--- config.mk ---
export PLATFORM = sky130hd
export DESIGN_NAME = uart_rx
export DESIGN_NICKNAME = d
export VERILOG_FILES = /design/src/rtl/uart_rx.sv
export SDC_FILE = /design/constraint.sdc
export NUM_CORES = 1
export LEC_CHECK = 0
export ABC_CLOCK_PERIOD_IN_PS = 1950
export CAP_MARGIN = 20
export CORE_MARGIN = 5
export CORE_UTILIZATION = 54
export DETAILED_ROUTE_END_ITERATION = 8
export MAX_ROUTING_LAYER = met4
export PLACE_DENSITY = 0.84
export SKIP_LAST_GASP = 1
export SLEW_MARGIN = 5
export SYNTH_ARGS = -nofsm -noshare
export SYNTH_HDL_FRONTEND = slang
export SYNTH_SLANG_ARGS = --single-unit
--- constraint.sdc ---
create_clock -name clk -period 1.95 [get_ports clk]
set_input_delay 0.585 -clock clk [delete_from_list [all_inputs] [get_ports clk]]
set_output_delay 0.585 -clock clk [all_outputs]
set_load 0.01 [all_outputs]
--- src/rtl/uart_rx.sv ---
// rtl/uart_rx.sv - 16x oversampling UART receiver with start-bit glitch rejection and framing-error flag
module uart_rx #(
    parameter int DBIT    = 8,
    parameter int SB_TICK = 16
) (
    input  logic            clk,
    input  logic            reset,
    input  logic            i_rx,
    input  logic            i_s_tick,
    output logic [DBIT-1:0] o_dout,
    output logic            o_rx_done,
    output logic            o_frame_err,
    output logic            o_rx_busy
);

    localparam int NW = (DBIT > 1) ? $clog2(DBIT) : 1;
    // Tick counter widens only when the stop period exceeds 16 ticks (1.5 / 2 stop bits)
    localparam int SW = (SB_TICK > 16) ? $clog2(SB_TICK) : 4;

    typedef enum logic [1:0] {IDLE, START, DATA, STOP} state_t;

    state_t            state_q, state_d;
    logic [SW-1:0]     s_q, s_d;
    logic [NW-1:0]     n_q, n_d;
    logic [DBIT-1:0]   b_q, b_d;
    logic [DBIT-1:0]   dout_q, dout_d;
    logic              done_q, done_d;
    logic              ferr_q, ferr_d;
    logic              rx_meta_q, rx_meta_d;
    logic              rx_s_q, rx_s_d;

    always_ff @(posedge clk or negedge reset) begin
        if (!reset) begin
            state_q   <= IDLE;
            s_q       <= '0;
            n_q       <= '0;
            b_q       <= '0;
            dout_q    <= '0;
            done_q    <= 1'b0;
            ferr_q    <= 1'b0;
            rx_meta_q <= 1'b1;
            rx_s_q    <= 1'b1;
        end else begin
            state_q   <= state_d;
            s_q       <= s_d;
            n_q       <= n_d;
            b_q       <= b_d;
            dout_q    <= dout_d;
            done_q    <= done_d;
            ferr_q    <= ferr_d;
            rx_meta_q <= rx_meta_d;
            rx_s_q    <= rx_s_d;
        end
    end

    always_comb begin
        rx_meta_d = i_rx;
        rx_s_d    = rx_meta_q;
        state_d   = state_q;
        s_d       = s_q;
        n_d       = n_q;
        b_d       = b_q;
        dout_d    = dout_q;
        ferr_d    = ferr_q;
        done_d    = 1'b0;

        unique case (state_q)
            IDLE: begin
                // Falling edge is acted on immediately so the start-bit midpoint is tick-aligned
                if (!rx_s_q) begin
                    state_d = START;
                    s_d     = '0;
                end
            end
            START: begin
                if (i_s_tick) begin
                    if (s_q == SW'(7)) begin
                        if (!rx_s_q) begin
                            state_d = DATA;
                            s_d     = '0;
                            n_d     = '0;
                        end else begin
                            state_d = IDLE;
                        end
                    end else begin
                        s_d = s_q + SW'(1);
                    end
                end
            end
            DATA: begin
                if (i_s_tick) begin
                    if (s_q == SW'(15)) begin
                        b_d = {rx_s_q, b_q[DBIT-1:1]};
                        s_d = '0;
                        if (n_q == NW'(DBIT - 1)) begin
                            state_d = STOP;
                        end else begin
                            n_d = n_q + NW'(1);
                        end
                    end else begin
                        s_d = s_q + SW'(1);
                    end
                end
            end
            STOP: begin
                if (i_s_tick) begin
                    if (s_q == SW'(SB_TICK - 1)) begin
                        dout_d  = b_q;
                        ferr_d  = ~rx_s_q;
                        done_d  = 1'b1;
                        state_d = IDLE;
                    end else begin
                        s_d = s_q + SW'(1);
                    end
                end
            end
            default: state_d = IDLE;
        endcase
    end

    assign o_dout      = dout_q;
    assign o_rx_done   = done_q;
    assign o_frame_err = ferr_q;
    assign o_rx_busy   = (state_q != IDLE);

endmodule

==> flow_summary.toml, run 1 <==
[status]
outcome = "completed"

[logic_synthesis]
synth_seq_area_share = 0.557
synth_most_common_cell = "dfrtp_1"
yosys_register_bits = 29
synthFlopType = "dfrtp_1"
synth_area_leader_cell = "dfrtp_1"
synth.area.top_cells = "dfrtp_1 (52%), mux2_2 (15%), dfstp_2 (4.0%), ha_1 (2.9%), and3_4 (1.7%)"
synth_nets = 107
synth_area_per_cell_um2 = 13.1
synth_edf_count = 0
synth.distinct_cells = 34
syn_inst = 100
synthTopCellsByCount = "dfrtp_1 (27), mux2_2 (17), inv_1 (6), nand2_1 (6), nor2_1 (4)"
async_flop_share = 1.00
syn_area_um2 = 1310
netlist.area_leader.share = 0.517
synth_warnings = 0

[power]
power_density_nw_per_um2 = 1050
p_leak_nw = 0.797
peakVddDrop_mv = 0.905

[drt]
drc = 0
vias_per_cell = 5.61
ant_nets = 0
firstDrtPassIters = 4
drt-initial-drc-count = 23
routed_wirelength_mm = 2.21
routedWlPerCell_um = 14.3
vias = 870

[clock_network]
cts_hold_buf = 0
path_clk_slew_ns = 0.08
cts_sinks = 29
cts.path.max_buffers = 2
h-tree-depth = 2
clk_latency_ns = 0.34
post-cts-setup-buffers = 0
cts-root-buf = "clkbuf_4"
cts_tree = "done"
cts_resized = 2
numCtsBuffers = 5

[floorplan]
dieArea_um2 = 3500
core_um2 = 2250
die_y_um = 59.2
start_util = 0.579
die_w_um = 59.2
rows = 17
ios = 15

[finish]
drive_gt1_frac = 0.346
fill_cells = 185
syn2layout_area_growth_pct = 20.7
fin_cells = 155
finalNetCount = 133
diodes = 0

[global_route]
grt_overflow = 0
grt_pass1_wl_mm = 4.04
grt_max_degree = 30
antenna_found_initial = 0
grt_pass1_vias = 970
grt_usage = 0.165

[sta]
post-route-period-util = 0.933
setup_violations = 0
fmax_ghz = 0.550
rsz0062_at_grt = "false"
maxSlewViolCount = 0
finalClockSkew_ns = 0.0121
setup_tns_ns = 0
finalHoldViolCount = 0
final_period_minus_worst_setup_slack_ns = 1.82
tightest_slew_ns = 0.341
fin_hold_ws_ns = 0.359
relSlewSlack = 0.773

[worst_setup_path]
required_ns = 1.36
critPathMaxStageDelay_ns = 0.54
cp_num_cells = 1
crit_slowest_cell = "clkdlybuf4s50_1"
worstSetupPathType = "flip-flop to output port"
path_max_fanout = 2
path_delay_family = "buffers and inverters"
critical_path_arrival_ns = 1.23
rr_worst_depth = 5
cp_num_buf_inv = 1
worstPathCellList = "clkdlybuf4s50_1"
startpoint_type = "flip-flop"
crit_path_end_kind = "output port"

[hold_path]
hold_path.class = "flip-flop to flip-flop"
worstHoldPathCells = 0

[job]
maxCapViolations = 0

[placed_design]
dpl.cell_count = 147
port_buffers = 14
gp_congestion = 0.873
dp_hpwl_mm = 1.60
[final timing paths]
kind / from / end / slack, ns
max in group asynchronous: reset / rx_meta_q / 1.02
setup reg to reg: s_q[0] / s_q[2] / 0.19
min in group asynchronous: reset / state_q[0] / 0.61
hold reg to reg: rx_meta_q / rx_s_q / 0.36
setup / recovery: o_dout[3] / o_dout[3] / 0.13
hold / removal: rx_meta_q / rx_s_q / 0.36
[layer usage]
layer / global-route usage / up-vias / routed length [µm]
met2: 0.256 / 16 / 1070
met3: 0.0588 / 4 / 115
met5: - / - / 0
met4: 0.117 / 0 / 63
met1: 0.173 / 434 / 965
li1: - / 416 / -
[cell usage in the layout (no fill, tap or decap), types with 2 or more instances in the layout]
cell type        count
a21oi_1              2
a22o_1               2
and3_4               2
buf_4                9
clkbuf_4             5
clkdlybuf4s50_1     13
clkinv_2             2
dfrtp_1             27
dfstp_2              2
ha_1                 3
inv_1                6
mux2_2              17
mux2i_1              2
nand2_1              6
nor2_1               3
nor3_1               3
o21ai_0              2
[through the flow]
stage	util	power, W	setup WS (ns)	cell area, µm²
2_1_floorplan	-	0.00112	0.195	1310
3_3_place_gp	0.674	0.00127	-0.0884	1520
3_5_place_dp	0.674	0.00131	-0.128	1520
4_1_cts	0.699	0.00167	0.103	1580
5_1_grt	0.699	0.00178	0.0644	1580
6_report	0.699	0.00165	0.131	1580
[sequential cells by signal, indices dropped and copies added, names as in the netlist, named ones only]
register     count
b_q              8
n_q              3
o_dout           8
o_frame_err      1
o_rx_done        1
rx_meta_q        1
rx_s_q           1
s_q              4
state_q          1
[logic make-up after synthesis]
| logic type | Yosys count | share of synthesized area |
|---|---|---|
| AOI/OAI and AO/OA | 15 | 0.0977 |
| xor gates and xnor gates | 1 | 0.00671 |
| adders and majority gates | 3 | 0.0287 |
| buffers and inverters | 10 | 0.0393 |
| DFF | 29 | 0.557 |
| muxes | 20 | 0.173 |
| and+or+nand+nor | 22 | 0.0967 |
[area by class of cell]
class,instances,area [µm²],share of cell area
flip-flops and latches,29,728,0.462
clock inverters,3,17.5,0.0111
repair buffers,23,206,0.131
inverters,6,22.5,0.0143
clock buffers,5,37.5,0.0238
well taps,28,35.0,0.0222
multi-input cells,61,529,0.336
[power breakdown]
| group | total, W | switching, W | internal [W] |
|---|---|---|---|
| clock network | 0.000353 | 0.000218 | 0.000135 |
| registers | 0.000781 | 0.0000849 | 0.000696 |
| logic | 0.000520 | 0.000256 | 0.000264 |
(Power assumes the default switching activity.)
==> run 2, diff against run 1 <==
ABC_CLOCK_PERIOD_IN_PS = 1470   (was 1950)
CORE_UTILIZATION = 49   (was 54)
GPL_TIMING_DRIVEN = 1   (was unset)
PLACE_DENSITY = 0.81   (was 0.84)
clock period = 1.47 ns   (was 1.95 ns; I/O delays follow)
==> run 2 against run 1 <==
The flow now finishes with violations (DRC, setup timing); combinational power increased by 100%; global-route usage increased by 2.1 points; clock skew decreased by 0.0033 ns; die area increased by 8.4%; final cell count increased by 19%; highest routed layer unchanged.
==> flow_summary.toml, run 2 (same netlist as run 1, synthesis figures left out) <==
[power]
seqPwrFrac = 0.371
p_leak_nw = 1.01
peakVddDrop_mv = 1.47
share_comb_of_total_power = 0.381
sw_frac_of_total = 0.308
power_density_nw_per_um2 = 1430
p_int_w = 0.00191
p_switching_w = 0.000850
p_clk_frac = 0.248

[hold_path]
hold_path.class = "flip-flop to flip-flop"

[worst_setup_path]
critPathMaxStageDelay_ns = 0.39
startpoint_type = "flip-flop"
crit_slowest_cell = "dfrtp_1"
path_delay_family = "simple AND/OR/NAND/NOR gates"
worstSetupPathType = "flip-flop to flip-flop"
critical_path_arrival_ns = 1.86
crit_path_end_kind = "flip-flop"
required_ns = 1.69
cpMostUsedCell = "and3_4"
worstPathCellList = "ha_2 -> and3_4 -> and3_4 -> a22oi_4 -> mux2_4"
cp_num_buf_inv = 0
path_max_fanout = 5

[floorplan]
dieArea_um2 = 3800
rows = 18
core_um2 = 2520
die_w_um = 61.6
start_util = 0.518
die_y_um = 61.6
ios = 15

[drt]
top_layer = "met4"
routed_wirelength_mm = 3.20
wl_met2_mm = 1.65
firstDrtPassIters = 7
routedWlPerCell_um = 17.4
vias = 1004
drt-initial-drc-count = 28
drt-met1-wl_mm = 1.34
wl_met3_um = 180
drc = 1
ant_nets = 0
vias_per_cell = 5.46

[clock_network]
cts.path.max_buffers = 2
cts_tree = "done"
cts_hold_buf = 0
path_clk_slew_ns = 0.09
cts_sinks = 29
numCtsBuffers = 5
cts-root-buf = "clkbuf_4"
clk_latency_ns = 0.33
h-tree-depth = 2

[finish]
mostFrequentLayoutCells = "dfrtp_1 (27), buf_4 (26), mux2_4 (12)"
fin_cells = 184
diodes = 0
mostFrequentLayoutCell = "dfrtp_1"
drive_gt1_frac = 0.487
design_area_um2 = 1930
syn2layout_area_growth_pct = 47.9
fin_util = 0.766
finalNetCount = 160

[placed_design]
postPlaceCellArea_um2 = 1620
dp_hpwl_mm = 1.77
post-place-ws_ns = -0.503
gp_congestion = 0.864
dpl.cell_count = 160
port_buffers = 14

[sta]
relSlewSlack = 0.805
fin_ws_ns = -0.165
rsz0062_at_grt = "true"
finalClockSkew_ns = 0.00884
post-route-period-util = 1.11
setup_violations = 25
finalHoldViolCount = 0
tightest_slew_ns = 0.291
fmax_ghz = 0.612
maxSlewViolCount = 0
final_period_minus_worst_setup_slack_ns = 1.64

[job]
maxCapViolations = 0

[global_route]
grt_max_degree = 30
grt_overflow = 0
grt_pass1_vias = 1011
grt_pass1_wl_mm = 4.73
grt_usage = 0.186
antenna_found_initial = 0

[status]
outcome = "finished with violations"
violations = "DRC, setup timing"
[run 2: per-stage QoR]
| step | setup TNS [ns] | hold WS (ns) | power, W |
|---|---|---|---|
| floorplan | -0.825 | 0.145 | 0.00149 |
| global placement | -8.21 | 0.347 | 0.00180 |
| detailed placement | -8.95 | 0.347 | 0.00185 |
| CTS | -1.73 | 0.359 | 0.00260 |
| global route | -4.20 | 0.367 | 0.00292 |
| finish | -2.40 | 0.365 | 0.00276 |
[run 2: path summary, 6_finish.rpt]
| check | startpoint | to | slack [ns] | cells after the start |
|---|---|---|---|---|
| setup / recovery | s_q[1] | n_q[0] | -0.17 | 5 |
| min in group asynchronous | reset | o_dout[3] | 0.46 | 2 |
| setup reg to reg | s_q[1] | n_q[0] | -0.17 | 5 |
| max in group asynchronous | reset | rx_s_q | 0.77 | 2 |
| hold reg to reg | rx_meta_q | rx_s_q | 0.37 | 0 |
| hold / removal | rx_meta_q | rx_s_q | 0.37 | 0 |
[run 2: repair_timing]
item / in CTS / in global routing
cloned: 2 / 0
buffers inserted: 4 / 10
endpoints found under the setup margin: 34 / 32
pin swaps: 6 / 4
resized for setup: 24 / 24
[run 2: final cells by class]
cell class	count	area [µm²]
sequential	29	728
multi-input combinational	62	618
fill	158	591
timing repair buffer	49	440
clock buffer	7	55.1
tap	30	37.5
clock inverter	1	30.0
inverter	6	22.5
[run 2: layer usage]
metal  vias up  track usage
met5         -            -
met4         0       0.0727
met1       493        0.204
met3         7       0.0629
li1        469            -
met2        35        0.308
[run 2: power by group through the flow]
stage	clock network, W	registers (W)	logic (W)
finish	0.000686	0.00102	0.00105
floorplan	0	0.00102	0.000466
CTS	0.000679	0.00102	0.000908
global placement	0	0.00102	0.000784
detailed placement	0	0.00103	0.000821
global route	0.000736	0.00104	0.00114
